### src/rtl/mc_cr_pkg.sv
// Shared types and constants for the chroma residual sequencer.
package mc_cr_pkg;

   // Sequencer state encoding. Values are fixed for compatibility with existing logic.
   typedef logic [2:0] mc_cr_state_e;
   localparam mc_cr_state_e ST_IDLE  = 3'd0;
   localparam mc_cr_state_e ST_FETCH = 3'd1;
   localparam mc_cr_state_e ST_ISSUE = 3'd2;
   localparam mc_cr_state_e ST_DRAIN = 3'd3;
   localparam mc_cr_state_e ST_FLUSH = 3'd4;
   localparam mc_cr_state_e ST_DONE  = 3'd5;

   typedef enum logic {
      CB = 1'b0,
      CR = 1'b1
   } chroma_comp_e;

   localparam int unsigned BEATS_PER_BLK = 32;
   localparam int unsigned IDX_W         = 5;

   typedef struct packed {
      chroma_comp_e     comp;
      logic [IDX_W-1:0] idx;
      logic             last;
   } beat_tag_t;

   localparam int unsigned TAG_W = $bits(beat_tag_t);

endpackage

### src/rtl/mc_cr_skid.sv
// Two-entry valid/ready FIFO used to decouple engine beats from the downstream consumer.
module mc_cr_skid #(
   parameter int unsigned WIDTH = 23
) (
   input  logic             clk,
   input  logic             reset_n,
   input  logic             flush,
   input  logic             in_valid,
   input  logic [WIDTH-1:0] in_data,
   output logic             full,
   output logic             out_valid,
   input  logic             out_ready,
   output logic [WIDTH-1:0] out_data
);

   logic [WIDTH-1:0] mem [2];
   logic             wr_ptr;
   logic             rd_ptr;
   logic [1:0]       count;
   logic             push;
   logic             pop;

   assign pop  = out_valid && out_ready;
   // A push into a full FIFO is legal only when the head leaves in the same cycle.
   assign push = in_valid && (!full || pop);

   always_ff @(posedge clk or negedge reset_n) begin
      if (!reset_n) begin
         mem[0] <= '0;
         mem[1] <= '0;
         wr_ptr <= 1'b0;
         rd_ptr <= 1'b0;
         count  <= '0;
      end else if (flush) begin
         wr_ptr <= 1'b0;
         rd_ptr <= 1'b0;
         count  <= '0;
      end else begin
         if (push) begin
            mem[wr_ptr] <= in_data;
            wr_ptr      <= !wr_ptr;
         end
         if (pop) begin
            rd_ptr <= !rd_ptr;
         end
         case ({push, pop})
            2'b10:   count <= count + 2'd1;
            2'b01:   count <= count - 2'd1;
            default: count <= count;
         endcase
      end
   end

   assign full      = count[1];
   assign out_valid = |count;
   assign out_data  = mem[rd_ptr];

endmodule

### src/rtl/mc_cr_ctrl.sv
// Sequences the mc_cr residual engine over Cb then Cr for each macroblock and
// forwards the tagged residual beats downstream through a skid buffer.
module mc_cr_ctrl
   import mc_cr_pkg::*;
#(
   parameter int unsigned PIXEL_WIDTH = 8,
   parameter int unsigned MB_SIZE     = 8,
   parameter int unsigned NUM_COMP    = 2
) (
   input  logic                     clk,
   input  logic                     reset_n,
   input  logic                     mb_start,
   input  logic                     abort,
   output logic                     mb_busy,
   output logic                     mb_done,
   output logic                     fetch_req,
   output logic                     fetch_comp,
   input  logic                     fetch_done,
   output logic                     eng_src_valid,
   input  logic                     eng_src_ready,
   input  logic                     eng_dst_valid,
   output logic                     eng_dst_ready,
   input  logic [2*PIXEL_WIDTH-1:0] eng_res,
   output logic                     res_valid,
   input  logic                     res_ready,
   output logic [2*PIXEL_WIDTH-1:0] res_data,
   output logic                     res_comp,
   output logic [4:0]               res_idx,
   output logic                     res_last
);

   localparam int unsigned      BEATS     = MB_SIZE * MB_SIZE / 2;
   localparam int unsigned      DATA_W    = 2 * PIXEL_WIDTH;
   localparam int unsigned      WORD_W    = TAG_W + DATA_W;
   localparam logic [IDX_W-1:0] LAST_IDX  = IDX_W'(BEATS - 1);
   localparam logic [IDX_W-1:0] IDX_ONE   = IDX_W'(1);
   localparam logic             LAST_COMP = 1'(NUM_COMP - 1);

   mc_cr_state_e     state;
   mc_cr_state_e     state_nxt;
   logic             comp;
   logic [IDX_W-1:0] count;
   logic             beat_acc;
   logic             blk_end;
   logic             skid_full;
   logic             skid_valid;
   logic [WORD_W-1:0] push_word;
   logic [WORD_W-1:0] out_word;
   beat_tag_t        push_tag;
   beat_tag_t        out_tag;

   assign beat_acc = eng_dst_valid && eng_dst_ready;
   assign blk_end  = beat_acc && (count == LAST_IDX);

   always_comb begin
      state_nxt = state;
      case (state)
         ST_IDLE:  if (mb_start) state_nxt = ST_FETCH;
         ST_FETCH: if (fetch_done) state_nxt = ST_ISSUE;
         ST_ISSUE: if (eng_src_ready) state_nxt = ST_DRAIN;
         ST_DRAIN: if (blk_end) state_nxt = (comp == LAST_COMP) ? ST_FLUSH : ST_FETCH;
         ST_FLUSH: if (!skid_valid) state_nxt = ST_DONE;
         ST_DONE:  state_nxt = ST_IDLE;
         default:  state_nxt = ST_IDLE;
      endcase
      if (abort) begin
         state_nxt = ST_IDLE;
      end
   end

   always_ff @(posedge clk or negedge reset_n) begin
      if (!reset_n) begin
         state <= ST_IDLE;
         comp  <= CB;
         count <= '0;
      end else begin
         state <= state_nxt;
         if (abort || state == ST_IDLE || state == ST_DONE) begin
            comp  <= CB;
            count <= '0;
         end else if (state == ST_ISSUE) begin
            count <= '0;
         end else if (state == ST_DRAIN && beat_acc) begin
            count <= count + IDX_ONE;
            if (blk_end && comp != LAST_COMP) begin
               comp <= comp + 1'b1;
            end
         end
      end
   end

   assign push_tag = '{comp: chroma_comp_e'(comp),
                       idx:  count,
                       last: (comp == LAST_COMP) && (count == LAST_IDX)};
   assign push_word = {push_tag, eng_res};

   mc_cr_skid #(
      .WIDTH(WORD_W)
   ) u_skid (
      .clk      (clk),
      .reset_n  (reset_n),
      .flush    (abort),
      .in_valid (beat_acc),
      .in_data  (push_word),
      .full     (skid_full),
      .out_valid(skid_valid),
      .out_ready(res_ready),
      .out_data (out_word)
   );

   assign out_tag = out_word[DATA_W +: TAG_W];

   assign mb_busy       = (state != ST_IDLE);
   assign mb_done       = (state == ST_DONE);
   assign fetch_req     = (state == ST_FETCH);
   assign fetch_comp    = (state == ST_FETCH) && comp;
   assign eng_src_valid = (state == ST_ISSUE);
   assign eng_dst_ready = (state == ST_DRAIN) && !skid_full;
   assign res_valid     = skid_valid;
   assign res_data      = out_word[DATA_W-1:0];
   assign res_comp      = out_tag.comp;
   assign res_idx       = out_tag.idx;
   assign res_last      = out_tag.last;

endmodule
### config.mk
export PLATFORM = sky130hd
export DESIGN_NAME = mc_cr_ctrl
export DESIGN_NICKNAME = d
export VERILOG_FILES = /design/src/rtl/mc_cr_pkg.sv /design/src/rtl/mc_cr_skid.sv /design/src/rtl/mc_cr_ctrl.sv
export SDC_FILE = /design/constraint.sdc
export NUM_CORES = 1
export LEC_CHECK = 0
export BUFFER_PORTS_ARGS = -buffer_cell sky130_fd_sc_hd__buf_2
export CAP_MARGIN = 20
export CORE_UTILIZATION = 50
export DETAILED_ROUTE_END_ITERATION = 6
export GPL_TIMING_DRIVEN = 0
export MAX_ROUTING_LAYER = met4
export PLACE_DENSITY_LB_ADDON = 0.25
export SYNTH_ARGS = -nofsm -noshare
export SYNTH_HDL_FRONTEND = slang
export SYNTH_SLANG_ARGS = --single-unit
### constraint.sdc
create_clock -name clk -period 1.9 [get_ports clk]
set_input_delay 0.19 -clock clk [delete_from_list [all_inputs] [get_ports clk]]
set_output_delay 0.19 -clock clk [all_outputs]
set_load 0.02 [all_outputs]
## Yosys cells after proc, flatten, opt, wreduce, memory -nomap -nowiden

Cells that the tools add are included.

- Add/sub/neg operators: 4
- Reduce and logical (&&, ||, !) cells: 28
- Muxes and demuxes: 27
- Equality and inequality tests: 14
- Magnitude comparators: 3
- Bitwise operators: 4

Operators by type and width:

| cell | number |
|---|---|
| $mux 23 | 4 |
| $bwmux 46 | 1 |
| $demux 23 s1 | 1 |
| $mux 3 | 7 |
| $mux 5 | 3 |
| $pmux 3 s5 | 1 |
| $logic_and 1x1->1 | 10 |
| $ne 3x3->1 const B | 3 |
| $reduce_bool 3->1 | 3 |
| $mux 1 | 8 |
| $reduce_bool 2->1 | 4 |
| $eq 3x2->1 const B | 2 |
| $eq 3x3->1 const B | 2 |
| $ne 3x2->1 const B | 2 |
| $add 5x1->5 const B | 1 |
| $eq 5x5->1 const B | 1 |
| $reduce_and 5->1 | 1 |
| $ge 2x2->1 const B | 2 |
| $not 1->2 | 2 |
| $pmux 2 s2 | 1 |
| $eq 3x1->1 const B | 1 |
| $logic_not 1->1 | 3 |
| $logic_not 3->1 | 1 |
| $logic_or 1x1->1 | 3 |
| other kinds (12) | 13 |

- Output and inout port bits: 30
- Input bits: 24
- Register bits: 59
- Logic and storage cells: 88

## Depth between registers and ports, before layout

- Depth in word-level cells: 9
- Depth in mapped cells: 7
- Depth with buffers taken out: 7

## Cells and area by module

Synthesis repeated with hierarchy kept, for this count alone.

- Cells, all modules: 217
- Area, all modules: 2967.8 µm²

By module, submodules not included:

| module | cells each | area an instance (µm²) | sequential area each (µm²) | times used |
|---|---|---|---|---|
| mc_cr_skid | 147 | 2296.0 | 1251.2 | 1 |
| mc_cr_ctrl | 70 | 671.9 | 225.2 | 1 |

## Worst setup path before layout

Ideal clock, no wire load.

- Path kind: register -> register
- From: register count[0]
- To: register state[1]
- Setup time: 0.125 ns
- Stages on the path, launching flop included: 8
- Setup slack: 0.147 ns
- Period minus slack after synthesis: 1.753 ns
- Path buffers: 0
- Required time: 1.775 ns
- Arrival time: 1.628 ns
- Path through: dfrtp_1 ha_1 and3_1 ha_1 nand3b_1 a22oi_1 o21ai_1 mux2_2

- Longest elaborated chain between the ends: 4

Ends and longest elaborated chain:

| what | line | text |
|---|---|---|
| start, declared | mc_cr_ctrl.sv:42 | `logic [IDX_W-1:0] count;` |
| start signal, assigned | mc_cr_ctrl.sv:84 | `count <= count + IDX_ONE;` |
| $eq 5x5->1 | mc_cr_ctrl.sv:53 | `assign blk_end = beat_acc && (count == LAST_IDX);` |
| $logic_and 1x1->1 | mc_cr_ctrl.sv:53 |  |
| $ne 3x3->1 (no line) | n/a |  |
| $reduce_and 5->1 (no line) | n/a |  |
| end signal, assigned | mc_cr_ctrl.sv:77 | `state <= state_nxt;` |
| end, declared | mc_cr_ctrl.sv:39 | `mc_cr_state_e state;` |

Every way passes these cells.
A chain may end at the register's enable or synchronous reset.

## Final worst setup path

- From: register count[0]
- To: register state[2]

The elaborated chain is that of the path after synthesis.

==> flow_summary.html <==
<table>
<tr><th>Metric</th><th>Value</th></tr>
<tr><th colspan="2">Global route</th></tr>
<tr><td>First-pass GRT wire length</td><td>9039 um</td></tr>
<tr><td>Number of antenna violations at the first check in global routing</td><td>0</td></tr>
<tr><td>Congestion Overflow GR</td><td>0</td></tr>
<tr><td>Total global-route track usage</td><td>0.2046</td></tr>
<tr><td>Number of global-route vias before repair</td><td>1798</td></tr>
<tr><td>Pin count of the biggest net entering global routing</td><td>41</td></tr>
<tr><th colspan="2">Setup path</th></tr>
<tr><td>Register-to-register setup slack</td><td>0.10 ns</td></tr>
<tr><td>Depth of the worst register-to-register path</td><td>7</td></tr>
<tr><td>End of the critical path</td><td>state[2]$_DFFE_PN0P_</td></tr>
<tr><td>Data arrival time of the critical path</td><td>2.01 ns</td></tr>
<tr><td>Kind of end point of the critical path</td><td>flip-flop</td></tr>
<tr><td>Setup crit start kind</td><td>flip-flop</td></tr>
<tr><td>Beginning of the critical path</td><td>count[0]$_DFFE_PN0P_</td></tr>
<tr><td>Kind of critical path</td><td>reg2reg</td></tr>
<tr><td>End of the worst register-to-register path</td><td>state[2]$_DFFE_PN0P_</td></tr>
<tr><td>Critical R2R Launch</td><td>count[0]$_DFFE_PN0P_</td></tr>
<tr><td>Largest fanout on the critical path</td><td>5</td></tr>
<tr><td>Worst Path Required</td><td>2.11 ns</td></tr>
<tr><th colspan="2">Drt</th></tr>
<tr><td>Final routed wire length divided by cell count</td><td>15.14 um</td></tr>
<tr><td>Post-route DRC</td><td>0</td></tr>
<tr><td>Detailed Routing Iterations Pass 1</td><td>4</td></tr>
<tr><td>Post-detailed-routing wire length</td><td>5373 um</td></tr>
<tr><td>Drt first-iter violations</td><td>55</td></tr>
<tr><td>Via density per instance</td><td>5.203</td></tr>
<tr><td>Final antenna-violating net count</td><td>0</td></tr>
<tr><td>Via count</td><td>1847</td></tr>
<tr><th colspan="2">Floorplan</th></tr>
<tr><td>Top-level I/O count</td><td>54</td></tr>
<tr><td>Num rows</td><td>27</td></tr>
<tr><td>Area of the die</td><td>6037 um^2</td></tr>
<tr><td>Total core area</td><td>5507 um^2</td></tr>
<tr><td>Die span in y</td><td>77.70 um</td></tr>
<tr><td>Die Width</td><td>77.70 um</td></tr>
<tr><td>Initial core utilization</td><td>0.5203</td></tr>
<tr><th colspan="2">Timing</th></tr>
<tr><td>Highest Clock Rate</td><td>557.1 MHz</td></tr>
<tr><td>Final count of pins violating max slew</td><td>0</td></tr>
<tr><td>Slew at the pin closest to its max-slew limit</td><td>0.4822 ns</td></tr>
<tr><td>Relative slew slack</td><td>0.6785</td></tr>
<tr><td>Final critical-path required period</td><td>1.795 ns</td></tr>
<tr><td>Hold violation total from the final report</td><td>0</td></tr>
<tr><td>Post-route clock period utilization</td><td>0.9448</td></tr>
<tr><td>Final worst slack</td><td>0.1049 ns</td></tr>
<tr><td>Final-report setup violation count</td><td>0</td></tr>
<tr><td>Setup skew after layout</td><td>0.006004 ns</td></tr>
<tr><td>Setup repair after global routing missed its margin</td><td>no</td></tr>
<tr><td>Setup TNS after final layout</td><td>0 ns</td></tr>
<tr><th colspan="2">Placement</th></tr>
<tr><td>Placed wire-length estimate after detailed placement</td><td>3625 um</td></tr>
<tr><td>Count of input and output buffers</td><td>53</td></tr>
<tr><td>Count of placed standard cells including taps</td><td>340</td></tr>
<tr><td>Worst slack at placement</td><td>-0.03359 ns</td></tr>
<tr><td>Total placed instance area</td><td>3241 um^2</td></tr>
<tr><td>RD Place Congestion</td><td>0.8102</td></tr>
<tr><th colspan="2">Finish</th></tr>
<tr><td>Most frequent standard cell in the layout excluding fill and tap cells</td><td>sky130_fd_sc_hd__dfrtp_1</td></tr>
<tr><td>Area added between synthesis and finish</td><td>19.69%</td></tr>
<tr><td>Share of post-route cells with drive strength above 1</td><td>0.5265</td></tr>
<tr><td>ANT cells</td><td>0</td></tr>
<tr><td>Summed area of non-filler cells in the final layout</td><td>3430 um^2</td></tr>
<tr><td>Most frequent cells in the layout</td><td>56 x sky130_fd_sc_hd__dfrtp_1, 55 x sky130_fd_sc_hd__buf_2, 46 x sky130_fd_sc_hd__mux2_2</td></tr>
<tr><td>Number of non-filler instances in the completed layout</td><td>355</td></tr>
<tr><td>Final nets</td><td>305</td></tr>
<tr><th colspan="2">Clock network</th></tr>
<tr><td>CTS tree</td><td>done</td></tr>
<tr><td>CTS H-tree lvls</td><td>3</td></tr>
<tr><td>Clock latency on the worst-skew pair</td><td>0.33 ns</td></tr>
<tr><td>Maximum clock insertion buffer count</td><td>2</td></tr>
<tr><td>Num CTS Buffers</td><td>9</td></tr>
<tr><td>Clock-pin slew of the registers on the worst-case setup and hold paths</td><td>0.07 ns</td></tr>
<tr><td>Clock root buffer</td><td>sky130_fd_sc_hd__clkbuf_8</td></tr>
<tr><td>Sinks on the clock net</td><td>59</td></tr>
<tr><td>Count of buffers added by post-CTS timing repair for setup</td><td>0</td></tr>
<tr><th colspan="2">Power and ir drop</th></tr>
<tr><td>Internal power consumption</td><td>2.541 mW</td></tr>
<tr><td>Clock Power Share</td><td>0.251</td></tr>
<tr><td>Switching Fraction</td><td>0.3312</td></tr>
<tr><td>Peak VDD IR</td><td>0.6153 mV</td></tr>
<tr><td>Cell area power density</td><td>1108 nW/um^2</td></tr>
<tr><td>Net switching power</td><td>1.258 mW</td></tr>
<tr><td>Comb pwr share</td><td>0.336</td></tr>
<tr><td>Static leakage</td><td>1.822 nW</td></tr>
<tr><td>Sequential power share</td><td>0.412</td></tr>
<tr><th colspan="2">Synth</th></tr>
<tr><td>Yosys synthesis warning count</td><td>0</td></tr>
<tr><td>Synth Cell Area</td><td>2865 um^2</td></tr>
<tr><td>Synthesized net count</td><td>240</td></tr>
<tr><td>Count of flip-flops with a built-in enable after synthesis</td><td>0</td></tr>
<tr><td>Sequential-to-total area share from yosys stat</td><td>0.5153</td></tr>
<tr><td>Yosys cell types</td><td>37</td></tr>
<tr><td>Mean instance size in the synthesized netlist</td><td>13.39 um^2</td></tr>
<tr><td>Most used flip-flop cell after synthesis</td><td>sky130_fd_sc_hd__dfrtp_1</td></tr>
<tr><td>Number of flip-flops and latches in the synthesized netlist</td><td>59</td></tr>
<tr><td>Gate Count Post-Synth</td><td>214</td></tr>
<tr><td>Fraction of registers with async set/reset</td><td>1.000</td></tr>
<tr><th colspan="2">Job</th></tr>
<tr><td>Total of max-cap violations</td><td>0</td></tr>
<tr><th colspan="2">Status</th></tr>
<tr><td>Result of the run</td><td>completed</td></tr>
<tr><th colspan="2">Min path</th></tr>
<tr><td>HP Class</td><td>in2reg</td></tr>
</table>
-- per-stage QoR --
stage / power, mW / hold slack, ns / util
6_report: 3.799 / 0.1004 / 0.6228
3_5_place_dp: 2.845 / 0.1671 / 0.5885
2_1_floorplan: 2.476 / -0.1056 / -
4_1_cts: 3.825 / 0.08542 / 0.6199
3_3_place_gp: 2.811 / 0.4251 / 0.5849
5_1_grt: 4.016 / 0.08353 / 0.6228
-- worst max-delay path, cell delays in order, from the launching register on --
cell and delay [ns]:
sky130_fd_sc_hd__dfrtp_2 0.43, sky130_fd_sc_hd__ha_1 0.21, sky130_fd_sc_hd__and3_1 0.19, sky130_fd_sc_hd__ha_2 0.20
sky130_fd_sc_hd__nand3b_1 0.10, sky130_fd_sc_hd__a22oi_2 0.08, sky130_fd_sc_hd__o21ai_2 0.11, sky130_fd_sc_hd__mux2_2 0.36
-- cells in the mapped netlist, types with 2 or more instances --
cell type	number	area [um^2]
sky130_fd_sc_hd__o21ai_0	2	10.01
sky130_fd_sc_hd__o21ai_1	3	15.01
sky130_fd_sc_hd__and3_1	3	18.77
sky130_fd_sc_hd__and4bb_1	2	25.02
sky130_fd_sc_hd__mux2_2	46	518.0
sky130_fd_sc_hd__dfrtp_1	59	1476
sky130_fd_sc_hd__nor3b_1	5	37.54
sky130_fd_sc_hd__buf_4	2	15.01
sky130_fd_sc_hd__a31oi_1	2	12.51
sky130_fd_sc_hd__nor2_1	9	33.78
sky130_fd_sc_hd__mux2_4	18	270.3
sky130_fd_sc_hd__nand3_1	6	30.03
sky130_fd_sc_hd__mux2_1	4	45.04
sky130_fd_sc_hd__xor2_1	5	43.79
sky130_fd_sc_hd__clkbuf_1	4	15.01
sky130_fd_sc_hd__nand2_1	9	33.78
sky130_fd_sc_hd__inv_1	2	7.510
sky130_fd_sc_hd__ha_1	2	25.02
sky130_fd_sc_hd__nor3_1	2	10.01
sky130_fd_sc_hd__buf_1	2	7.510
sky130_fd_sc_hd__buf_2	2	10.01
sky130_fd_sc_hd__nor2b_1	3	18.77
sky130_fd_sc_hd__buf_6	4	45.04
sky130_fd_sc_hd__a21oi_1	5	25.02
-- metal layers --
layer / global-route usage / vias up / share of wire
met1: 0.2670 / 904 / 0.48
met2: 0.3053 / 46 / 0.47
li1: - / 890 / -
met4: 0.05660 / 0 / 0.0073
met5: - / - / 0
met3: 0.06824 / 7 / 0.051
-- flip-flops by register name (all words and copies together), names as in the netlist --
name	count
comp	1
count	5
state	3
u_skid.count	2
u_skid.mem	46
u_skid.rd_ptr	1
u_skid.wr_ptr	1
-- power groups by stage --
| stage | clock (mW) | combinational, mW | sequential [mW] |
|---|---|---|---|
| finish | 0.954 | 1.28 | 1.57 |
| global placement | 0 | 1.24 | 1.57 |
| floorplan | 0 | 0.919 | 1.56 |
| global route | 1.04 | 1.38 | 1.60 |
| CTS | 0.978 | 1.28 | 1.57 |
| detailed placement | 0 | 1.26 | 1.59 |
-- layout make-up --
class	count	area (um^2)
buffer	13	96.34
clock buffer	12	145.1
clock inverter	3	15.01
fill	442	2077
inverter	2	7.507
multi-input combinational	139	1300
sequential	59	1480
tap	72	90.09
timing repair buffer	55	295.3
-- cell families (layout without fill, tap and decap cells) --
| family | Yosys count | count (layout) | synth area share |
|---|---|---|---|
| multiplexers | 69 | 69 | 0.2943 |
| AND/OR/NAND/NOR | 46 | 46 | 0.09520 |
| buffers and inverters | 16 | 85 | 0.03493 |
| XOR/XNOR | 6 | 6 | 0.01834 |
| AO/OA/AOI/OAI | 16 | 16 | 0.03319 |
| flip-flops | 59 | 59 | 0.5153 |
| adder cells (fa/ha/maj) | 2 | 2 | 0.008732 |
-- timing repair --
item,4_1_cts,5_1_grt
hold buffers,1,0
resized for setup,3,7
gates cloned,0,0
endpoints found under the hold margin,19,0
endpoints found under the setup margin,20,20
-- worst min-delay path by stage --
stage,start,end,slack (ns),cells after the start
final,eng_res[5],u_skid.mem[5]$_DFFE_PN0P_,0.10,2
after global routing,eng_res[3],u_skid.mem[26]$_DFFE_PN0P_,0.08,2
after CTS,eng_res[5],u_skid.mem[5]$_DFFE_PN0P_,0.09,2
after detailed placement,reset_n,u_skid.mem[12]$_DFFE_PN0P_,0.17,1
after global placement,eng_res[11],u_skid.mem[34]$_DFFE_PN0P_,0.43,2
after floorplan,reset_n,comp$_DFFE_PN0P_,-0.11,0
No activity file was read; power rests on OpenSTA's default activity.
